File: config.mk
export PLATFORM = sky130hd
export DESIGN_NAME = apu_instr_dispatcher
export DESIGN_NICKNAME = d
export VERILOG_FILES = /design/src/rtl/apu_pkg.sv /design/src/rtl/apu_opc_decode.sv /design/src/rtl/apu_instr_dispatcher.sv
export SDC_FILE = /design/constraint.sdc
export NUM_CORES = 1
export LEC_CHECK = 0
export BUFFER_PORTS_ARGS = -buffer_cell sky130_fd_sc_hd__buf_2
export CAP_MARGIN = 20
export CORE_MARGIN = 8
export CORE_UTILIZATION = 35
export CTS_CLUSTER_DIAMETER = 30
export DETAILED_ROUTE_END_ITERATION = 12
export GPL_TIMING_DRIVEN = 0
export HOLD_SLACK_MARGIN = 0.1
export PLACE_DENSITY = 0.64
export SLEW_MARGIN = 5
export SYNTH_ARGS = -nofsm -noshare
export SYNTH_HDL_FRONTEND = slang
export SYNTH_SLANG_ARGS = --single-unit
File: constraint.sdc
create_clock -name clk -period 2.59 [get_ports clk]
set_input_delay 0.518 -clock clk [delete_from_list [all_inputs] [get_ports clk]]
set_output_delay 0.518 -clock clk [all_outputs]
set_load 0.005 [all_outputs]
File: src/rtl/apu_pkg.sv
// Shared definitions for the APU instruction dispatcher: instruction field
// widths, opcode values and the dispatcher state encoding.
package apu_pkg;

    localparam int INSTR_W = 32;
    localparam int OPC_W   = 4;
    localparam int CFG_W   = INSTR_W - OPC_W;

    localparam int OPC_NOP  = 0;
    localparam int OPC_CONV = 1;
    localparam int OPC_POOL = 2;
    localparam int OPC_ADD  = 3;
    localparam int OPC_FC   = 4;

    typedef enum logic [2:0] {
        ST_IDLE,
        ST_DECODE,
        ST_ISSUE,
        ST_WAIT,
        ST_DONE
    } apu_state_e;

endpackage

File: src/rtl/apu_opc_decode.sv
// Combinational opcode decoder: flags NOP and legal opcodes and produces the
// one-hot engine select (opcode N selects engine N-1).
module apu_opc_decode
    import apu_pkg::*;
#(
    parameter int P_ENGINE_NUM = 4,
    parameter int P_OPC_W      = OPC_W
) (
    input  logic [P_OPC_W-1:0]      opc,
    output logic                    is_nop,
    output logic                    legal,
    output logic [P_ENGINE_NUM-1:0] eng_sel
);

    localparam logic [P_OPC_W-1:0] OPC_LAST = P_OPC_W'(P_ENGINE_NUM);

    always_comb begin
        // NOTE: every output gets a value before any conditional logic, so no latch can be inferred.
        eng_sel = '0;
        is_nop  = (opc == P_OPC_W'(OPC_NOP));
        legal   = (opc <= OPC_LAST);
        for (int i = 0; i < P_ENGINE_NUM; i++) begin
            eng_sel[i] = (opc == P_OPC_W'(i + 1));
        end
    end

endmodule

File: src/rtl/apu_instr_dispatcher.sv
// Dispatches worksheet instructions to the APU compute engines and reports
// retirement and sticky status. Optional watchdog: APU_DISPATCH_WATCHDOG_EN.
module apu_instr_dispatcher
    import apu_pkg::*;
#(
    parameter int P_ENGINE_NUM = 4,
    parameter int P_OPC_W      = OPC_W,
    parameter int P_CNT_W      = 16
`ifdef APU_DISPATCH_WATCHDOG_EN
    ,
    parameter int P_WDT_CYCLES = 65535
`endif
) (
    input  logic                        clk,
    input  logic                        nRst,
    input  logic                        iEnable,
    input  logic                        iCtrlnCe,
    input  logic [INSTR_W-1:0]          iInstruction,
    output logic                        oAPUReady,
    output logic                        oComputeDone,
    output logic [P_ENGINE_NUM-1:0]     oEngStart,
    output logic [INSTR_W-P_OPC_W-1:0]  oEngCfg,
    input  logic [P_ENGINE_NUM-1:0]     iEngDone,
    output logic                        oBusy,
    output logic [P_OPC_W-1:0]          oCurOpcode,
    output logic                        oIllegal,
    output logic                        oStrayDone,
    output logic [P_CNT_W-1:0]          oInstrCount,
    input  logic                        iClrStatus
`ifdef APU_DISPATCH_WATCHDOG_EN
    ,
    output logic                        oTimeout
`endif
);

    apu_state_e                state_q, state_d;
    logic [INSTR_W-1:0]        instr_q;
    logic                      is_nop, legal;
    logic [P_ENGINE_NUM-1:0]   eng_sel, start_d;
    logic                      accept, eng_done, stray, illegal_set, wdt_expire;

    assign oCurOpcode = instr_q[INSTR_W-1 -: P_OPC_W];
    assign oEngCfg    = instr_q[INSTR_W-P_OPC_W-1:0];
    assign oBusy      = (state_q != ST_IDLE);

    apu_opc_decode #(
        .P_ENGINE_NUM (P_ENGINE_NUM),
        .P_OPC_W      (P_OPC_W)
    ) u_decode (
        .opc     (oCurOpcode),
        .is_nop  (is_nop),
        .legal   (legal),
        .eng_sel (eng_sel)
    );

    // The cycle carrying oComputeDone is skipped: the worksheet still shows the retired word then.
    assign accept   = (state_q == ST_IDLE) && !oComputeDone && !iCtrlnCe;
    assign eng_done = |(iEngDone & eng_sel);
    assign stray    = (state_q == ST_WAIT) && |(iEngDone & ~eng_sel);

`ifdef APU_DISPATCH_WATCHDOG_EN
    localparam int WDT_W = $clog2(P_WDT_CYCLES + 1);
    logic [WDT_W-1:0] wdt_q;

    assign wdt_expire = (state_q == ST_WAIT) && !eng_done &&
                        (wdt_q == WDT_W'(P_WDT_CYCLES - 1));

    always_ff @(posedge clk or negedge nRst) begin
        if (!nRst) begin
            wdt_q    <= '0;
            oTimeout <= 1'b0;
        end else begin
            wdt_q <= (state_q == ST_WAIT) ? wdt_q + 1'b1 : '0;
            if (iClrStatus)      oTimeout <= 1'b0;
            else if (wdt_expire) oTimeout <= 1'b1;
        end
    end
`else
    assign wdt_expire = 1'b0;
`endif

    always_comb begin
        state_d     = state_q;
        start_d     = '0;
        illegal_set = 1'b0;
        unique case (state_q)
            ST_IDLE:   if (accept) state_d = ST_DECODE;
            ST_DECODE: begin
                if (!legal) begin
                    illegal_set = 1'b1;
                    state_d     = ST_DONE;
                end else if (is_nop) begin
                    state_d = ST_DONE;
                end else begin
                    start_d = eng_sel;
                    state_d = ST_ISSUE;
                end
            end
            ST_ISSUE:  state_d = eng_done ? ST_DONE : ST_WAIT;
            ST_WAIT:   if (eng_done || wdt_expire) state_d = ST_DONE;
            ST_DONE:   state_d = ST_IDLE;
            default:   state_d = ST_IDLE;
        endcase
    end

    always_ff @(posedge clk or negedge nRst) begin
        // NOTE: state uses non-blocking assignments so every flop updates from pre-edge values.
        if (!nRst) begin
            state_q      <= ST_IDLE;
            oAPUReady    <= 1'b0;
            oComputeDone <= 1'b0;
            oEngStart    <= '0;
            oIllegal     <= 1'b0;
            oStrayDone   <= 1'b0;
            oInstrCount  <= '0;
        end else begin
            state_q      <= state_d;
            oAPUReady    <= (state_q == ST_IDLE) && iEnable && iCtrlnCe;
            oComputeDone <= (state_q == ST_DONE);
            oEngStart    <= start_d;
            if (iClrStatus)       oIllegal <= 1'b0;
            else if (illegal_set) oIllegal <= 1'b1;
            if (iClrStatus)       oStrayDone <= 1'b0;
            else if (stray)       oStrayDone <= 1'b1;
            if (iClrStatus)                  oInstrCount <= '0;
            else if (state_q == ST_DONE)     oInstrCount <= oInstrCount + 1'b1;
        end
    end

    // NOTE: the holding register is reset because it drives oEngCfg/oCurOpcode, which must read 0 after reset.
    always_ff @(posedge clk or negedge nRst) begin
        if (!nRst)       instr_q <= '0;
        else if (accept) instr_q <= iInstruction;
    end

endmodule

## After elaboration in Yosys (flattened, before gate mapping)

Cells that the tools add are included.

- Register bits after elaboration: 59
- Output and inout port bits: 57
- Bits of input ports: 41

- $lt $le $gt $ge: 1
- Multiplexer cells: 17
- Equal/unequal tests: 10
- Bitwise operators: 3
- $add $sub $neg: 1
- Reductions and logical operators: 16

Operators by type and width:

| kind | count |
|---|---|
| $mux 16 | 2 |
| $add 16x1->16 const B | 1 |
| $mux 3 | 5 |
| $mux 4 | 3 |
| $pmux 3 s4 | 1 |
| $and 4x4->4 | 2 |
| $eq 4x2->1 const B | 2 |
| $reduce_or 4->1 | 2 |
| $eq 3x2->1 const B | 2 |
| $mux 1 | 6 |
| $reduce_bool 2->1 | 3 |
| $logic_and 1x1->1 | 5 |
| $eq 4x1->1 const B | 1 |
| $eq 4x3->1 const B | 1 |
| $le 4x3->1 const B | 1 |
| $logic_not 4->1 | 1 |
| $ne 2x2->1 const B | 2 |
| $not 4->4 | 1 |
| $eq 3x1->1 const B | 1 |
| $eq 3x3->1 const B | 1 |
| $logic_not 3->1 | 1 |
| $reduce_bool 3->1 | 1 |
| $logic_not 1->1 | 2 |
| $reduce_and 2->1 | 1 |

## Depth between registers and ports, before layout

Gate-level depths: netlist of the first run.

- Depth in word-level cells: 7
- Mapped depth: 5
- Gate-level depth less buffers: 5

## Cells and area by module

From an unflattened synthesis of the first run, not the netlist that was laid out.

- Cell total of the unflattened synthesis: 199
- Area, all modules: 2672.6 sq um

Modules (own cells, without submodules):

| module | area each (sq um) | cells each | times used | sequential area each (sq um) |
|---|---|---|---|---|
| apu_instr_dispatcher | 2616.3 | 192 | 1 | 1476.4 |
| apu_opc_decode | 56.3 | 7 | 1 | 0.0 |

## Worst setup path after synthesis of the first run

No wires, ideal clock.

- Kind: reg2reg
- Start point: register state_q[0]
- End point: register instr_q[22]
- Path slack: 0.746 ns
- Data arrival time: 1.719 ns
- Path buffers: 2
- Clock period less this slack: 1.844 ns
- Stages on the path, launching flop included: 6
- Cell sequence: dfrtp_1 or3_4 or3_1 buf_6 buf_8 mux2_4

- Word-level cells in the longest chain between the ends: 3

RTL lines:

| element | RTL line | RTL |
|---|---|---|
| start: declaration | apu_instr_dispatcher.sv:36 | `apu_state_e state_q, state_d;` |
| start signal: assignment | apu_instr_dispatcher.sv:117 | `state_q <= state_d;` |
| $logic_not 3->1 | apu_instr_dispatcher.sv:57 | `assign accept = (state_q == ST_IDLE) && !oComputeDone && !iCtrlnCe;` |
| $logic_and 1x1->1 (2 in a row) | apu_instr_dispatcher.sv:57 |  |
| end signal: assignment | apu_instr_dispatcher.sv:133 | `else if (accept) instr_q <= iInstruction;` |
| end: declaration | apu_instr_dispatcher.sv:37 | `logic [INSTR_W-1:0] instr_q;` |

No other way between the ends.
A chain may end at the register's enable or synchronous reset.

## Worst setup path after layout of the first run

- Start point: register state_q[0]
- End point: register instr_q[24]

The elaborated chain is that of the path after synthesis.

==> out/metrics.cfg, run 1 <==
[power]
p_leak_uw=0.001784
vdd_drop_max_mv=0.3180
powerDensity_nw_per_um2=1036

[status]
status=complete, no violations

[cells_and_area]
nNetsFinal=352
drive_above_1_share=0.4809
fin_cells=416
fillCellCount=704
final_common_cell=buf_2
diodes=0
final_cell_mix=buf_2, dfrtp_1, mux2_4, nor2_1, clkbuf_8
syn_to_final_growth_pct=30.77

[synth]
synth_seq_cells=59
syn-cell-area_um2=2671
synth_nets=244
ys_async_sr_fraction=1.000
yosys_warnings=0
syn_inst=202
ys_types=42
synth-edff-count=0
synth_area_per_cell_um2=13.22
ys_seq_area_frac=0.5527
synthFlopType=dfrtp_1

[clocking]
htree_levels=3
cts_sinks=59
ctsResizeCount=0
postCtsSetupRepairBufs=0
clock_latency_ns=0.32
cts_tree=yes
cts_buffers=9
cts_hold_buf=0
cts.path.max_buffers=2
path_clk_slew_ns=0.06
cts_root_buf=clkbuf_8

[routing]
ant_nets=0
drt-total-wl_mm=6.271
drt-wirelength-per-cell_um=15.07
drc_errors=0
drt_iter0_markers=61
num_vias=1948
firstDrtPassIters=4
detail_route.vias_per_cell=4.683

[floorplan]
initial_core_util=0.3530
dieWidth_um=103.4
io_pins=98
die_y_um=103.4
die-area_um2=10680
core_area_um2=7567
fp-row-count=32

[placement]
portBuffers=96
dp_worst_setup_slack_ns=0.6425
placed_cells=401
dp.final_hpwl_mm=4.659
gp_congestion=0.7821

[sta]
worst_pin_slew_ns=0.6030
slew_viol_final=0
fmax_mhz=513.1
layout_min_cycle_time_ns=1.949
setup_slack_ns=0.6411
setup_viol=0
hold_viol=0
tns_ns=0
skew_ns=0.008879
min_period_over_period=0.7525
rsz0062_at_grt=false
slew_headroom=0.5980

[critical_path]
endpoint_kind=flop
startpoint_type=flop
cp.arrival_ns=2.15
crit_type=flop to flop
critPathMaxFanout=10
required_ns=2.80

[global_routing]
track_usage=0.1251
overflow=0
grt_max_degree=33
antenna_found_initial=0
grt_pass1_wl_mm=10.23
grt_pass1_vias=2000

[min_path]
worst_hold_path_type=input port to async pin

[flow_run]
maxCapViolations=0

-- path summary, 6_finish.rpt --
kind | from | endpoint | slack (ns) | depth (start not counted)
worst max-delay path | state_q[0]$_DFFE_PN0P_ | instr_q[24]$_DFFE_PN0P_ | 0.64 | 5
worst min-delay path | nRst | instr_q[17]$_DFFE_PN0P_ | 0.20 | 1
worst max register to register | state_q[0]$_DFFE_PN0P_ | instr_q[24]$_DFFE_PN0P_ | 0.64 | 5
worst min register to register | instr_q[2]$_DFFE_PN0P_ | instr_q[2]$_DFFE_PN0P_ | 0.50 | 1
max in group asynchronous | nRst | instr_q[25]$_DFFE_PN0P_ | 1.81 | 2
min in group clk | iEnable | oAPUReady$_DFF_PN0_ | 0.40 | 3
-- cell type report --
type	count	area, µm²	area share
Inverter	3	11.26	0.003223
Clock inverter	2	35.03	0.01003
Sequential cell	59	1476	0.4226
Clock buffer	13	158.9	0.04549
Buffer	7	77.57	0.02221
Tap cell	102	127.6	0.03653
Timing Repair Buffer	97	500.5	0.1433
Multi-Input combinational cell	133	1106	0.3166
-- metal layers --
metal  part of all wire  vias to the layer above  track usage  routed length (µm)
met4              0.012                        0      0.05339                  74
met3              0.066                        6      0.03614                 414
met5                  0                        -            0                   0
met2               0.48                       59       0.1889                3027
li1                   -                      938            -                   -
met1               0.44                      945       0.1632                2756
-- flip-flops by register name, indices dropped and copies added, names as in the netlist --
signal	flops
oIllegal	1
oInstrCount	16
instr_q	32
oStrayDone	1
state_q	3
oEngStart	4
oAPUReady	1
oComputeDone	1
-- cell usage after synthesis, types with 3 or more instances --
cell type / n / area, µm²
a21oi_1: 8 / 40.04
and3_1: 4 / 25.02
clkbuf_1: 3 / 11.26
dfrtp_1: 59 / 1476
inv_1: 3 / 11.26
mux2_2: 4 / 45.04
mux2_4: 29 / 435.4
nand2_1: 9 / 33.78
nand2b_1: 3 / 18.77
nand3_1: 3 / 15.01
nand4_1: 6 / 37.54
nor2_1: 16 / 60.06
nor3_1: 4 / 20.02
o21ai_0: 6 / 30.03
or3_1: 5 / 31.28
xnor2_1: 3 / 26.28
xor2_1: 7 / 61.31
-- logic make-up after synthesis --
logic type / Yosys count / share of synthesized area
and+or+nand+nor: 67 / 0.1443
DFF: 59 / 0.5527
muxes: 34 / 0.1836
AOI/OAI and AO/OA: 21 / 0.04872
xor gates and xnor gates: 10 / 0.03279
buffers and inverters: 10 / 0.03325
adders and majority gates: 1 / 0.004683
-- metrics by stage --
stage | total power [µW] | hold slack [ns] | util | area (µm²)
after floorplan | 2321 | 0.2224 | - | 2671
after global placement | 2801 | 0.4843 | 0.4334 | 3279
after detailed placement | 2838 | 0.4875 | 0.4360 | 3299
after CTS | 3691 | 0.1947 | 0.4616 | 3493
after global routing | 3872 | 0.2368 | 0.4616 | 3493
final | 3620 | 0.1979 | 0.4616 | 3493
-- critical path, stage by stage (launching register included) --
cell and delay, ns:
dfrtp_1 0.45, or3_4 0.43, or3_1 0.33, buf_6 0.16
buf_8 0.15, mux2_4 0.30
-- report_power, final --
| part | total (µW) | switching, µW | internal, µW | leakage, µW |
|---|---|---|---|---|
| clock | 819 | 329 | 491 | 0.0000995 |
| combinational | 1350 | 508 | 838 | 0.000936 |
| sequential | 1450 | 228 | 1230 | 0.000749 |
Note: power is estimated with default switching activity, not from simulation.
==> run 2: changes to the inputs <==
- clock period: 2.59 -> 1.9 ns (I/O delays scaled with it)
==> run 2 against run 1 <==
Effect of this change: first-iteration DRC count down 21%; fmax up 3.8%; via count up 3.4%; clock power up 37%.
==> out/metrics.cfg, run 2 (synthesized netlist as in run 1, its figures left out) <==
[power]
comb_power_share=0.391  ; +0.019
p_total_uw=5080  ; +40%
p_seq_frac=0.388  ; -0.014
swShare=0.2925  ; -0.001735
switching_power_uw=1486  ; +39%
powerDensity_nw_per_um2=1410  ; +36%
clkPwrFrac=0.221  ; -0.005
p_leak_uw=0.001844  ; +3.3%
p_int_uw=3595  ; +41%
vdd_drop_max_mv=0.4340  ; +36%

[clocking]
cts_tree=yes
htree_levels=3  ; unchanged
cts_buffers=9  ; unchanged
path_clk_slew_ns=0.06  ; about the same
cts_sinks=59  ; unchanged
cts_root_buf=clkbuf_8
clock_latency_ns=0.33  ; about the same
cts.path.max_buffers=2  ; unchanged

[global_routing]
overflow=0  ; unchanged
grt_pass1_vias=2023  ; +1.2%
grt_max_degree=33  ; unchanged
antenna_found_initial=0  ; unchanged
track_usage=0.1262  ; +0.001136
grt_pass1_wl_mm=10.32  ; +0.95%

[sta]
fmax_mhz=532.6  ; +3.8%
worst_pin_slew_ns=0.6083  ; +0.005296 ns
holdWs_ns=0.2596  ; +0.06174 ns
skew_ns=0.009521  ; +0.0006423 ns
slew_viol_final=0  ; unchanged
min_period_over_period=0.9882  ; +0.2358
slew_headroom=0.5944  ; -0.003531
setup_slack_ns=0.02234  ; -0.6187 ns
setup_viol=0  ; unchanged
hold_viol=0  ; unchanged
layout_min_cycle_time_ns=1.878  ; -0.07125 ns

[cells_and_area]
diodes=0  ; unchanged
design_area_um2=3602  ; +3.1%
fillCellCount=701  ; -0.43%
multi_input_area_um2=1119  ; +1.1%
final_common_cell=buf_2
syn_to_final_growth_pct=34.85
drive_above_1_share=0.5123  ; +0.03138
top_regs=instr_q (32), oInstrCount (16), oEngStart (4)
final_cell_mix=buf_2, dfrtp_1, mux2_4, nor2_1
nNetsFinal=364  ; +3.4%
regMostFlops=instr_q
largest_reg_flops=32  ; unchanged
ff_latch_area_um2=1480  ; +0.25%

[status]
status=complete, no violations

[critical_path]
cp_slowest_stage_delay_ns=0.43  ; -0.02 ns
critPathLaunch=state_q[1]$_DFFE_PN0P_
reg2reg_from=state_q[1]$_DFFE_PN0P_
startpoint_type=flop
crit_type=flop to flop
cp.arrival_ns=2.09  ; -0.06 ns
endpoint_kind=flop
crit_chain=or3_4 -> or3_4 -> buf_6 -> buf_8 -> mux2_4
critPathMaxFanout=10  ; unchanged
critPathBufInv=2  ; unchanged
critical_path.top_delay_family=simple AND/OR/NAND/NOR gates
cp_slowest_cell=dfrtp_2
cpMostUsedCell=or3_4
required_ns=2.11  ; -0.69 ns

[floorplan]
die_y_um=103.4  ; unchanged
initial_core_util=0.3530  ; unchanged
dieWidth_um=103.4  ; unchanged
core_area_um2=7567  ; unchanged
io_pins=98  ; unchanged
die-area_um2=10680  ; unchanged
fp-row-count=32  ; unchanged

[placement]
portBuffers=96  ; unchanged
dp_worst_setup_slack_ns=-0.04749  ; -0.6900 ns
gp_congestion=0.7821  ; unchanged
dpl_cell_area_um2=3299  ; unchanged
dp.final_hpwl_mm=4.659  ; unchanged

[min_path]
worst_hold_path_type=input port to flop
min_from=iEnable

[routing]
firstDrtPassIters=4  ; unchanged
drt-total-wl_mm=6.431  ; +2.6%
ant_nets=0  ; unchanged
drt_iter0_markers=48  ; -21%
drc_errors=0  ; unchanged
num_vias=2015  ; +3.4%
detail_route.vias_per_cell=4.708  ; +0.54%
drt-wirelength-per-cell_um=15.03  ; -0.32%

[flow_run]
maxCapViolations=0  ; unchanged

run 2: path summary, 6_finish.rpt:
kind,slack [ns],endpoint,cells after the start
min reg2reg,0.50,instr_q[2]$_DFFE_PN0P_,1
max in group asynchronous,0.69,state_q[0]$_DFFE_PN0P_,3
max reg2reg,0.02,instr_q[24]$_DFFE_PN0P_,5
min in group asynchronous,0.61,instr_q[17]$_DFFE_PN0P_,2
min,0.26,oAPUReady$_DFF_PN0_,3
max,0.02,instr_q[24]$_DFFE_PN0P_,5
run 2: power groups by stage:
stage	combinational [µW]	clock, µW	sequential (µW)
6_report	1980	1120	1970
5_1_grt	2170	1220	2040
4_1_cts	1930	1170	1980
3_5_place_dp	1870	0	2000
3_3_place_gp	1850	0	1970
2_1_floorplan	1170	0	2000
run 2: per-layer routing:
metal	vias to the layer above	wire length (µm)	track usage
li1	959	-	-
met1	986	2772	0.1632
met2	64	3102	0.1928
met3	6	478	0.03614
met4	0	78	0.05339
met5	-	0	0
run 2: layout make-up:
class,count,area share
inverter,3,0.003126
clock buffer,13,0.04411
timing repair buffer,109,0.1646
sequential,59,0.4109
multi-input combinational,133,0.3105
clock inverter,2,0.009726
buffer,7,0.02154
tap,102,0.03543
run 2: repair_timing:
item	CTS	global route
hold buffers	1	0
buffers inserted	3	8
setup endpoints to repair	29	34
gates resized for setup	2	4
endpoints found under the hold margin	27	0
gates cloned	0	0
pin swaps	0	1
run 2: per-stage QoR:
step | std cells | util | setup TNS [ns]
after global routing | 428 | 0.4760 | -0.06912
after CTS | 420 | 0.4663 | 0
after global placement | 400 | 0.4334 | -0.7613
final | 428 | 0.4760 | 0
after detailed placement | 401 | 0.4360 | -1.000
after floorplan | 202 | - | 0
run 2: worst register-to-register path, delay by kind of cell (launching register included):
kind	cells	cell delay [ns]
simple gates	2	0.73
flops	1	0.43
mux	1	0.30
buf+inv	2	0.29
